<file path="src/rtl/data_mem_access_unit_if.sv">
// CPU-side request/response and Memoria64-side bus of the data memory access unit.
interface data_mem_access_unit_if;
    logic        req;
    logic        req_write;
    logic [2:0]  funct3;
    logic [63:0] addr;
    logic [63:0] wdata;
    logic        busy;
    logic        done;
    logic        fault;
    logic [63:0] rdata;
    logic [63:0] mem_raddress;
    logic [63:0] mem_waddress;
    logic [63:0] mem_datain;
    logic        mem_wr;
    logic [63:0] mem_dataout;

    modport slave (
        input  req, req_write, funct3, addr, wdata, mem_dataout,
        output busy, done, fault, rdata, mem_raddress, mem_waddress, mem_datain, mem_wr
    );

    modport master (
        output req, req_write, funct3, addr, wdata, mem_dataout,
        input  busy, done, fault, rdata, mem_raddress, mem_waddress, mem_datain, mem_wr
    );
endinterface

</file>
<file path="src/rtl/data_mem_access_unit.sv">
// Sequenced load/store engine for the 64-bit data memory: aligned little-endian
// accesses, read-modify-write for sub-doubleword stores, load extension, fault detection.
module data_mem_access_unit #(
    parameter int unsigned READ_LAT = 1
) (
    input  logic                   clock,
    input  logic                   reset,
    data_mem_access_unit_if.slave  bus
);

    typedef enum logic [1:0] {IDLE, RD, WR, RESP} state_t;

    state_t      state, next;
    logic        wr_q;
    logic [2:0]  f3_q;
    logic [2:0]  off_q;
    logic [63:0] wdata_q;
    logic        fault_q;
    logic [2:0]  cnt;
    logic [63:0] rdata_q;
    logic [63:0] raddr_q;
    logic [63:0] waddr_q;
    logic [63:0] datain_q;
    logic        misaligned;
    logic        illegal;
    logic        acc_fault;
    logic        last_rd;

    function automatic logic [63:0] byte_mask(input logic [1:0] size);
        case (size)
            2'd0:    byte_mask = 64'h0000_0000_0000_00FF;
            2'd1:    byte_mask = 64'h0000_0000_0000_FFFF;
            2'd2:    byte_mask = 64'h0000_0000_FFFF_FFFF;
            default: byte_mask = '1;
        endcase
    endfunction

    function automatic logic [63:0] merge(input logic [63:0] line, input logic [63:0] data,
                                          input logic [2:0] off, input logic [1:0] size);
        logic [63:0] m;
        m = byte_mask(size) << {off, 3'b000};
        merge = (line & ~m) | ((data << {off, 3'b000}) & m);
    endfunction

    function automatic logic [63:0] extend(input logic [63:0] line, input logic [2:0] off,
                                           input logic [2:0] f3);
        logic [63:0] s;
        s = line >> {off, 3'b000};
        case (f3[1:0])
            2'd0:    extend = f3[2] ? {56'd0, s[7:0]}  : {{56{s[7]}},  s[7:0]};
            2'd1:    extend = f3[2] ? {48'd0, s[15:0]} : {{48{s[15]}}, s[15:0]};
            2'd2:    extend = f3[2] ? {32'd0, s[31:0]} : {{32{s[31]}}, s[31:0]};
            default: extend = s;
        endcase
    endfunction

    always_comb begin
        misaligned = 1'b0;
        case (bus.funct3[1:0])
            2'd0:    misaligned = 1'b0;
            2'd1:    misaligned = bus.addr[0];
            2'd2:    misaligned = |bus.addr[1:0];
            default: misaligned = |bus.addr[2:0];
        endcase
    end

    assign illegal   = (bus.funct3 == 3'b111) | (bus.req_write & bus.funct3[2]);
    assign acc_fault = illegal | misaligned;
    assign last_rd   = (cnt == 3'd1);

    always_comb begin
        next = state;
        case (state)
            IDLE: begin
                if (bus.req) begin
                    if (acc_fault)
                        next = RESP;
                    else if (bus.req_write && bus.funct3[1:0] == 2'd3)
                        next = WR;
                    else
                        next = RD;
                end
            end
            RD:      if (last_rd) next = wr_q ? WR : RESP;
            WR:      next = RESP;
            default: next = IDLE;
        endcase
    end

    always_ff @(posedge clock or posedge reset) begin
        if (reset) begin
            state    <= IDLE;
            wr_q     <= 1'b0;
            f3_q     <= '0;
            off_q    <= '0;
            wdata_q  <= '0;
            fault_q  <= 1'b0;
            cnt      <= '0;
            rdata_q  <= '0;
            raddr_q  <= '0;
            waddr_q  <= '0;
            datain_q <= '0;
        end else begin
            state <= next;
            case (state)
                IDLE: begin
                    if (bus.req) begin
                        wr_q    <= bus.req_write;
                        f3_q    <= bus.funct3;
                        off_q   <= bus.addr[2:0];
                        wdata_q <= bus.wdata;
                        fault_q <= acc_fault;
                        cnt     <= 3'(READ_LAT);
                        // Faulting requests never touch the memory-side registers.
                        if (!acc_fault) begin
                            raddr_q <= {bus.addr[63:3], 3'b000};
                            waddr_q <= {bus.addr[63:3], 3'b000};
                            if (bus.req_write && bus.funct3[1:0] == 2'd3)
                                datain_q <= bus.wdata;
                        end
                    end
                end
                RD: begin
                    cnt <= cnt - 3'd1;
                    if (last_rd) begin
                        if (wr_q)
                            datain_q <= merge(bus.mem_dataout, wdata_q, off_q, f3_q[1:0]);
                        else
                            rdata_q <= extend(bus.mem_dataout, off_q, f3_q);
                    end
                end
                default: ;
            endcase
        end
    end

    assign bus.busy         = (state != IDLE);
    assign bus.done         = (state == RESP);
    assign bus.fault        = (state == RESP) & fault_q;
    assign bus.mem_wr       = (state == WR);
    assign bus.rdata        = rdata_q;
    assign bus.mem_raddress = raddr_q;
    assign bus.mem_waddress = waddr_q;
    assign bus.mem_datain   = datain_q;

endmodule

</file>
<file path="src/flat_wrapper.sv">
// flat-port wrapper written by rule: the top's interface ports become plain ports
module data_mem_access_unit_flat 
#(
    parameter int unsigned READ_LAT = 1
)
  (clock, reset, bus_req, bus_req_write, bus_funct3, bus_addr, bus_wdata, bus_mem_dataout, bus_busy, bus_done, bus_fault, bus_rdata, bus_mem_raddress, bus_mem_waddress, bus_mem_datain, bus_mem_wr);
  data_mem_access_unit_if bus_i ();
  input  logic clock;
  input  logic reset;
  input wire logic [$bits(bus_i.req)-1:0] bus_req;
  input wire logic [$bits(bus_i.req_write)-1:0] bus_req_write;
  input wire logic [$bits(bus_i.funct3)-1:0] bus_funct3;
  input wire logic [$bits(bus_i.addr)-1:0] bus_addr;
  input wire logic [$bits(bus_i.wdata)-1:0] bus_wdata;
  input wire logic [$bits(bus_i.mem_dataout)-1:0] bus_mem_dataout;
  output wire logic [$bits(bus_i.busy)-1:0] bus_busy;
  output wire logic [$bits(bus_i.done)-1:0] bus_done;
  output wire logic [$bits(bus_i.fault)-1:0] bus_fault;
  output wire logic [$bits(bus_i.rdata)-1:0] bus_rdata;
  output wire logic [$bits(bus_i.mem_raddress)-1:0] bus_mem_raddress;
  output wire logic [$bits(bus_i.mem_waddress)-1:0] bus_mem_waddress;
  output wire logic [$bits(bus_i.mem_datain)-1:0] bus_mem_datain;
  output wire logic [$bits(bus_i.mem_wr)-1:0] bus_mem_wr;
  assign bus_i.req = bus_req;
  assign bus_i.req_write = bus_req_write;
  assign bus_i.funct3 = bus_funct3;
  assign bus_i.addr = bus_addr;
  assign bus_i.wdata = bus_wdata;
  assign bus_i.mem_dataout = bus_mem_dataout;
  assign bus_busy = bus_i.busy;
  assign bus_done = bus_i.done;
  assign bus_fault = bus_i.fault;
  assign bus_rdata = bus_i.rdata;
  assign bus_mem_raddress = bus_i.mem_raddress;
  assign bus_mem_waddress = bus_i.mem_waddress;
  assign bus_mem_datain = bus_i.mem_datain;
  assign bus_mem_wr = bus_i.mem_wr;
  data_mem_access_unit #(.READ_LAT(READ_LAT)) u_core (.clock(clock), .reset(reset), .bus(bus_i));
endmodule
</file>
<file path="config.mk">
export PLATFORM = sky130hd
export DESIGN_NAME = data_mem_access_unit_flat
export DESIGN_NICKNAME = d
export VERILOG_FILES = /design/src/rtl/data_mem_access_unit_if.sv /design/src/rtl/data_mem_access_unit.sv /design/src/flat_wrapper.sv
export SDC_FILE = /design/constraint.sdc
export NUM_CORES = 1
export LEC_CHECK = 0
export CAP_MARGIN = 20
export CORE_MARGIN = 8
export CORE_UTILIZATION = 44
export CTS_CLUSTER_SIZE = 10
export DETAILED_ROUTE_END_ITERATION = 8
export PLACE_DENSITY = 0.75
export SLEW_MARGIN = 20
export SYNTH_ARGS = -nofsm -noshare
export SYNTH_HDL_FRONTEND = slang
export SYNTH_SLANG_ARGS = --single-unit
export TNS_END_PERCENT = 50
</file>
<file path="constraint.sdc">
create_clock -name clock -period 30.1 [get_ports clock]
set_input_delay 9.03 -clock clock [delete_from_list [all_inputs] [get_ports clock]]
set_output_delay 9.03 -clock clock [all_outputs]
set_load 0.005 [all_outputs]
</file>
==> results of run 1 <==
==> power breakdown <==
group | internal, mW | switching [mW]
registers | 0.542 | 0.210
logic | 0.715 | 0.676
clock network | 0.198 | 0.141
==> cell type report <==
cell class | instances | area share (%)
tap | 455 | 2.77
inverter | 13 | 0.274
clock inverter | 1 | 0.146
sequential | 266 | 32.4
antenna | 4 | 0.0487
timing repair buffer | 469 | 22.6
clock buffer | 39 | 4.06
multi-input combinational | 1044 | 37.7
==> synth_stat cells (all sizes together), types with 2 or more instances <==
cell type    n
clkbuf      73
nor2       126
and3         2
a2111oi      2
buf        119
a211o        3
o21ai       65
a41oi       16
nand2      111
o2bb2ai      2
o211ai      34
a211oi      59
a31o         7
dfrtp      266
o21bai       8
o21a        10
nor3b        2
o22ai        3
or2          9
nand2b      10
and2         4
a2bb2oi      8
mux2       156
ha           6
nor2b       41
a31oi       16
a22oi        8
inv         12
mux4        33
o31ai        2
or3          2
a21oi      156
nor4         2
nor3         6
mux2i      110
a21o         9
==> critical path: stages <==
cell             delay [ns]
clkdlybuf4s50_1        0.50
inv_8                  0.63
buf_4                  0.81
buf_4                  0.83
==> layer usage <==
layer | global-route usage, % | wire [µm] | part of all wire, %
met1 | 35.1 | 23300 | 37
met2 | 49.0 | 30100 | 48
met3 | 7.25 | 6040 | 9.7
met4 | 12.0 | 2850 | 4.6
met5 | 0 | 0 | 0
==> path summary, 6_finish.rpt <==
path / startpoint / endpoint / slack [ns] / cells after the start
worst max-delay path: reset / u_core.bus.rdata[45] / 18.71 / 4
worst min-delay path: u_core.bus.mem_datain[0] / u_core.bus.mem_datain[0] / 0.49 / 1
worst max register to register: u_core.off_q[0] / u_core.bus.mem_datain[47] / 26.36 / 7
worst min register to register: u_core.bus.mem_datain[0] / u_core.bus.mem_datain[0] / 0.49 / 1
max in group clock: u_core.state[0] / bus_busy / 19.05 / 4
min in group asynchronous: reset / u_core.bus.mem_raddress[43] / 9.06 / 2
==> stage by stage <==
| step | hold WS (ns) | power [mW] | instances |
|---|---|---|---|
| after global placement | 0.463 | 2.09 | 2247 |
| after floorplan | 0.450 | 1.52 | 1515 |
| after global routing | 0.500 | 2.62 | 2291 |
| after detailed placement | 0.469 | 2.12 | 2247 |
| final | 0.488 | 2.48 | 2291 |
| after CTS | 0.485 | 2.47 | 2287 |
==> state kept, by name, indices dropped and copies added, names as in the netlist <==
register and count:
u_core.cnt 3, u_core.wr_q 1, u_core.bus.mem_datain 64, u_core.f3_q 3, u_core.fault_q 1, u_core.bus.rdata 64
u_core.state 2, u_core.wdata_q 64, u_core.bus.mem_raddress 61, u_core.off_q 3
==> logic make-up (layout without fill, tap and decap cells) <==
family,after synthesis,in the layout
compound gates,414,414
simple gates,319,319
other cells,1,10
buf+inv,205,522
fa+ha+maj,6,6
flops,266,266
mux,299,299
==> metrics, run 1 <==
Util after Layout 59.6%; die area 41400 µm²; post-synth top area share 43.1%; post-synthesis sequential area ratio 43.1%; post-synthesis mux area share 23.3%; # IOs 459; Adder-Cell Fraction of Synth Area 0.486%; pre-CTS WS 18.01 ns; min cycle time layout 11.39 ns; clk_lat worst skew 0.57 ns; CTS Buffer Depth 3; Post-CTS Setup Inserts 0; Post-synth EDFFs 0; Max Cap Violations 0; detailed placer's ending HPWL 47100 µm; area of the multi-input gates 7750 µm²; relative slew slack 27.8%; HP Class reg2reg; Leak 8.12 nW; largest net degree at the start of global routing 130; largest cells by area after synthesis dfrtp_1 43%, mux2_2 11%, mux2i_1 7.1%; DR vias 13.9k; simple-gate area share of the yosys netlist 9.20%; initial antenna violation count 5; register bit total from synthesis 266; CTS root buffer clkbuf_16; outcome completed; Synth Area in XOR/XNOR 0%; Post-CTS Resized 0; fill count 2960; Final GP Congestion 0.960; Remaining Overflow, GRT 0; nets@finish 2030; drt total wl 62400 µm; Yosys warning total 0; CP Capture Type asynchronous set/reset pin; synthesized cell area 15400 µm²; maximum vdd drop 0.0688 mV; all-layer global routing usage 29.0%; drt pass-1 iters 5; RSZ-0062 raised after global routing false; quantity of I/O buffers inserted on ports 452; number of distinct library cells after synthesis 57; skew final 0.0337 ns; most frequent cells in the layout 452 x clkdlybuf4s50_1, 263 x dfrtp_1, 156 x mux2_2, 156 x a21oi_1, 125 x nor2_1; CP required 30.64 ns; Core Area 34500 µm²; worst-path fanout max 129; DRC Markers 0; startpoint types input port; Wirelength per Cell 27.2 µm; Worst-path clk slew 0.06 ns; main combinational cell family by area after synthesis multiplexers; syn avg cell area 10.2 µm²; arrival time at the worst endpoint 11.93 ns; Worst-Margin Slew 1.08 ns; Initial Util 44.7%; die height 203 µm; Synth Area in Compound Gates 16.9%; Area after DPL 19700 µm²; crit path setup slack, layout 18.71 ns; post-route cell area 20600 µm²; CTS buffer count 31; Final setup viols 0; Site Rows 68; vias in the first global route 14.3k; final count of hold timing violations 0; CTS tree yes; crit path kind in2async; FMAX 0.0878 GHz; Area Growth Syn to Fin 33.2%; Post-CTS Hold Buffers 0; Synth Flop Type dfrtp_1; DIE WIDTH 203 µm; Final period util 37.8%; DR iter-0 viols 1647; global-route wire length before repair 92000 µm; H-tree depth 1; # clock sinks 266; synthesized netlist cell count 1510; Synth area leader dfrtp_1; Reg area 6670 µm²; Final ANT Viol Nets 0; max-slew violations 0; post-DR vias/cell 6.08; layout cell share with drive strength beyond 1 14.8%; ys async rst share 100%; commonest non-fill, non-tap cell in the layout clkdlybuf4s50_1; Total Neg Setup Slack 0 ns; Power Dens Cells 121 nW/µm²
(Power assumes the default switching activity.)
==> run 2: changes to the inputs <==
--- a/config.mk
+++ b/config.mk
@@ -10,7 +10,7 @@
 export CORE_UTILIZATION = 44
 export CTS_CLUSTER_SIZE = 10
 export DETAILED_ROUTE_END_ITERATION = 8
-export PLACE_DENSITY = 0.75
+export PLACE_DENSITY = 0.78
 export SLEW_MARGIN = 20
 export SYNTH_ARGS = -nofsm -noshare
 export SYNTH_HDL_FRONTEND = slang
==> constraint.sdc (replaced) <==
create_clock -name clock -period 9.78 [get_ports clock]
set_input_delay 2.934 -clock clock [delete_from_list [all_inputs] [get_ports clock]]
set_output_delay 2.934 -clock clock [all_outputs]
set_load 0.005 [all_outputs]
==> metrics, run 2 (synthesized netlist as in run 1, its figures left out) <==
startpoint types flop; DRC Markers 0 (unchanged); HP Class reg2reg; drt pass-1 iters 6 (+1); min cycle time layout 4.92 ns; max-slew violations 0 (unchanged); maximum vdd drop 0.234 mV (+240%); Power Dens Cells 370 nW/µm² (+210%); skew final 0.0405 ns (+0.00686 ns); most frequent cells in the layout 452 x clkdlybuf4s50_1, 263 x dfrtp_1, 156 x mux2_2, 156 x a21oi_1, 125 x nor2_1; quantity of I/O buffers inserted on ports 452 (unchanged); H-tree depth 1 (unchanged); Site Rows 68 (unchanged); Internal 4.48 mW (+210%); DR iter-0 viols 1430 (-13%); largest net degree at the start of global routing 180 (+38%); Core Area 34500 µm² (unchanged); global-route wire length before repair 91300 µm (-0.76%); Final ANT Viol Nets 0 (unchanged); relative slew slack 29.8% (+2.0 points); Final GP Congestion 0.955 (-0.48%); die area 41400 µm² (unchanged); DIE WIDTH 203 µm (unchanged); drt total wl 62400 µm (about the same); sequential share of power 29.1% (-1.2 points); Worst-path clk slew 0.06 ns (about the same); Final period util 50.3%; fill count 2905 (-1.9%); Net Sw Power 3.16 mW (+210%); commonest non-fill, non-tap cell in the layout clkdlybuf4s50_1; CP required 6.85 ns (-23.79 ns); CTS root buffer clkbuf_16; worst r2r path cells 7 (unchanged); outcome completed; nets@finish 2037 (+0.34%); CP startpoint u_core.state[0]; # clock sinks 266 (unchanged); clock network fraction of total power 13.5% (about the same); Worst R2R End u_core.bus.rdata[23]; Total Neg Setup Slack 0 ns (unchanged); Final setup viols 0 (unchanged); worst-path fanout max 6 (-95%); CTS Buffer Depth 3 (unchanged); all-layer global routing usage 29.0% (-0.045 points); RSZ-0062 raised after global routing false; Max Cap Violations 0 (unchanged); reg2reg start u_core.off_q[1]; clk_lat worst skew 0.58 ns (about the same); Post-CTS Hold Buffers 0 (unchanged); GRT met2 Usage 47.8% (-1.2 points); Leak 8.15 nW (+0.27%); Remaining Overflow, GRT 0 (unchanged); arrival time at the worst endpoint 1.98 ns (-9.95 ns); Setup crit end bus_busy; Reg2Reg Setup Slack 5.90 ns (-20.46 ns); die height 203 µm (unchanged); Worst-Margin Slew 1.05 ns (-0.0248 ns); # IOs 459 (unchanged); detailed placer's ending HPWL 47200 µm (+0.18%); CP Capture Type primary output; layout cell share with drive strength beyond 1 15.1% (+0.28 points); Wirelength per Cell 27.1 µm (-0.56%); initial antenna violation count 10 (+5); Area after DPL 19800 µm² (+0.27%); vias in the first global route 13.9k (-3.0%); post-DR vias/cell 5.99 (-1.4%); DR vias 13.8k (-0.86%); busiest grt layer met2; grt met3 use 7.73% (+0.48 points); final count of hold timing violations 0 (unchanged); Net Sw Frac 41.4% (about the same); FMAX 0.203 GHz; crit path kind reg2out; GR Layer Usage met1 34.8% (-0.33 points); Initial Util 44.7% (unchanged); Post-CTS Resized 0 (unchanged); CTS buffer count 31 (unchanged); combinational power share 57.4% (+1.4 points); CTS tree yes; Post-CTS Setup Inserts 0 (unchanged); Area Growth Syn to Fin 33.5%; post-route cell area 20600 µm² (+0.26%)
==> run 2: cell types whose count changed in the layout (fill, tap and decap cells not counted) <==
cell | previous run | this run
inv_8 | 1 | 0
buf_12 | 0 | 1
clkbuf_8 | 3 | 1
clkbuf_2 | 0 | 1
clkinvlp_4 | 0 | 1
clkinv_2 | 0 | 1
diode_2 | 4 | 11
buf_4 | 17 | 22
==> run 2: layer usage <==
layer,vias up,wire length [µm]
met5,-,0
met4,0,3220
met3,135,6170
met2,829,29800
met1,6804,23200
li1,6037,-
==> run 2: metrics by stage <==
| step | hold WS [ns] | worst slack [ns] | utilization (%) | std cells | total power [mW] |
|---|---|---|---|---|---|
| after CTS | 0.486 | 4.84 | 59.6 | 2292 | 7.63 |
| after detailed placement | 0.470 | 4.41 | 57.2 | 2253 | 6.55 |
| after global routing | 0.500 | 4.76 | 59.7 | 2304 | 8.07 |
| after floorplan | 0.450 | 3.33 | - | 1515 | 4.67 |
| after global placement | 0.461 | 4.53 | 57.2 | 2253 | 6.46 |
| final | 0.483 | 4.86 | 59.7 | 2304 | 7.64 |
==> run 2: critical path: stages, from the launching register on <==
cell             delay (ns)
dfrtp_1                0.40
inv_1                  0.08
ha_1                   0.26
inv_1                  0.16
clkdlybuf4s50_1        0.53
==> run 2: final cells by class <==
| cell class | count | area, µm² | area share, % |
|---|---|---|---|
| timing repair buffer | 476 | 4710 | 22.9 |
| clock buffer | 37 | 808 | 3.92 |
| tap | 455 | 569 | 2.76 |
| multi-input combinational | 1044 | 7750 | 37.6 |
| inverter | 13 | 52.6 | 0.255 |
| antenna | 11 | 27.5 | 0.133 |
| sequential | 266 | 6670 | 32.3 |
| clock inverter | 2 | 35.0 | 0.170 |
==> run 2: how the worst min path moves through the flow <==
stage,start,to,slack [ns],depth (start not counted)
6_report,u_core.bus.mem_datain[5],u_core.bus.mem_datain[5],0.48,1
5_1_grt,u_core.bus.mem_datain[3],u_core.bus.mem_datain[3],0.50,1
4_1_cts,u_core.bus.mem_datain[5],u_core.bus.mem_datain[5],0.49,1
3_5_place_dp,u_core.bus.mem_datain[3],u_core.bus.mem_datain[3],0.47,1
3_3_place_gp,u_core.bus.mem_datain[1],u_core.bus.mem_datain[1],0.46,1
2_1_floorplan,u_core.cnt[1],u_core.cnt[1],0.45,2
==> run 2: power groups by stage <==
stage,Clock (mW),Sequential [mW],Combinational (mW)
final,1.03,2.22,4.39
after global routing,1.09,2.28,4.69
after CTS,1.05,2.21,4.38
after detailed placement,0,2.21,4.34
after global placement,0,2.20,4.27
after floorplan,0,2.03,2.64
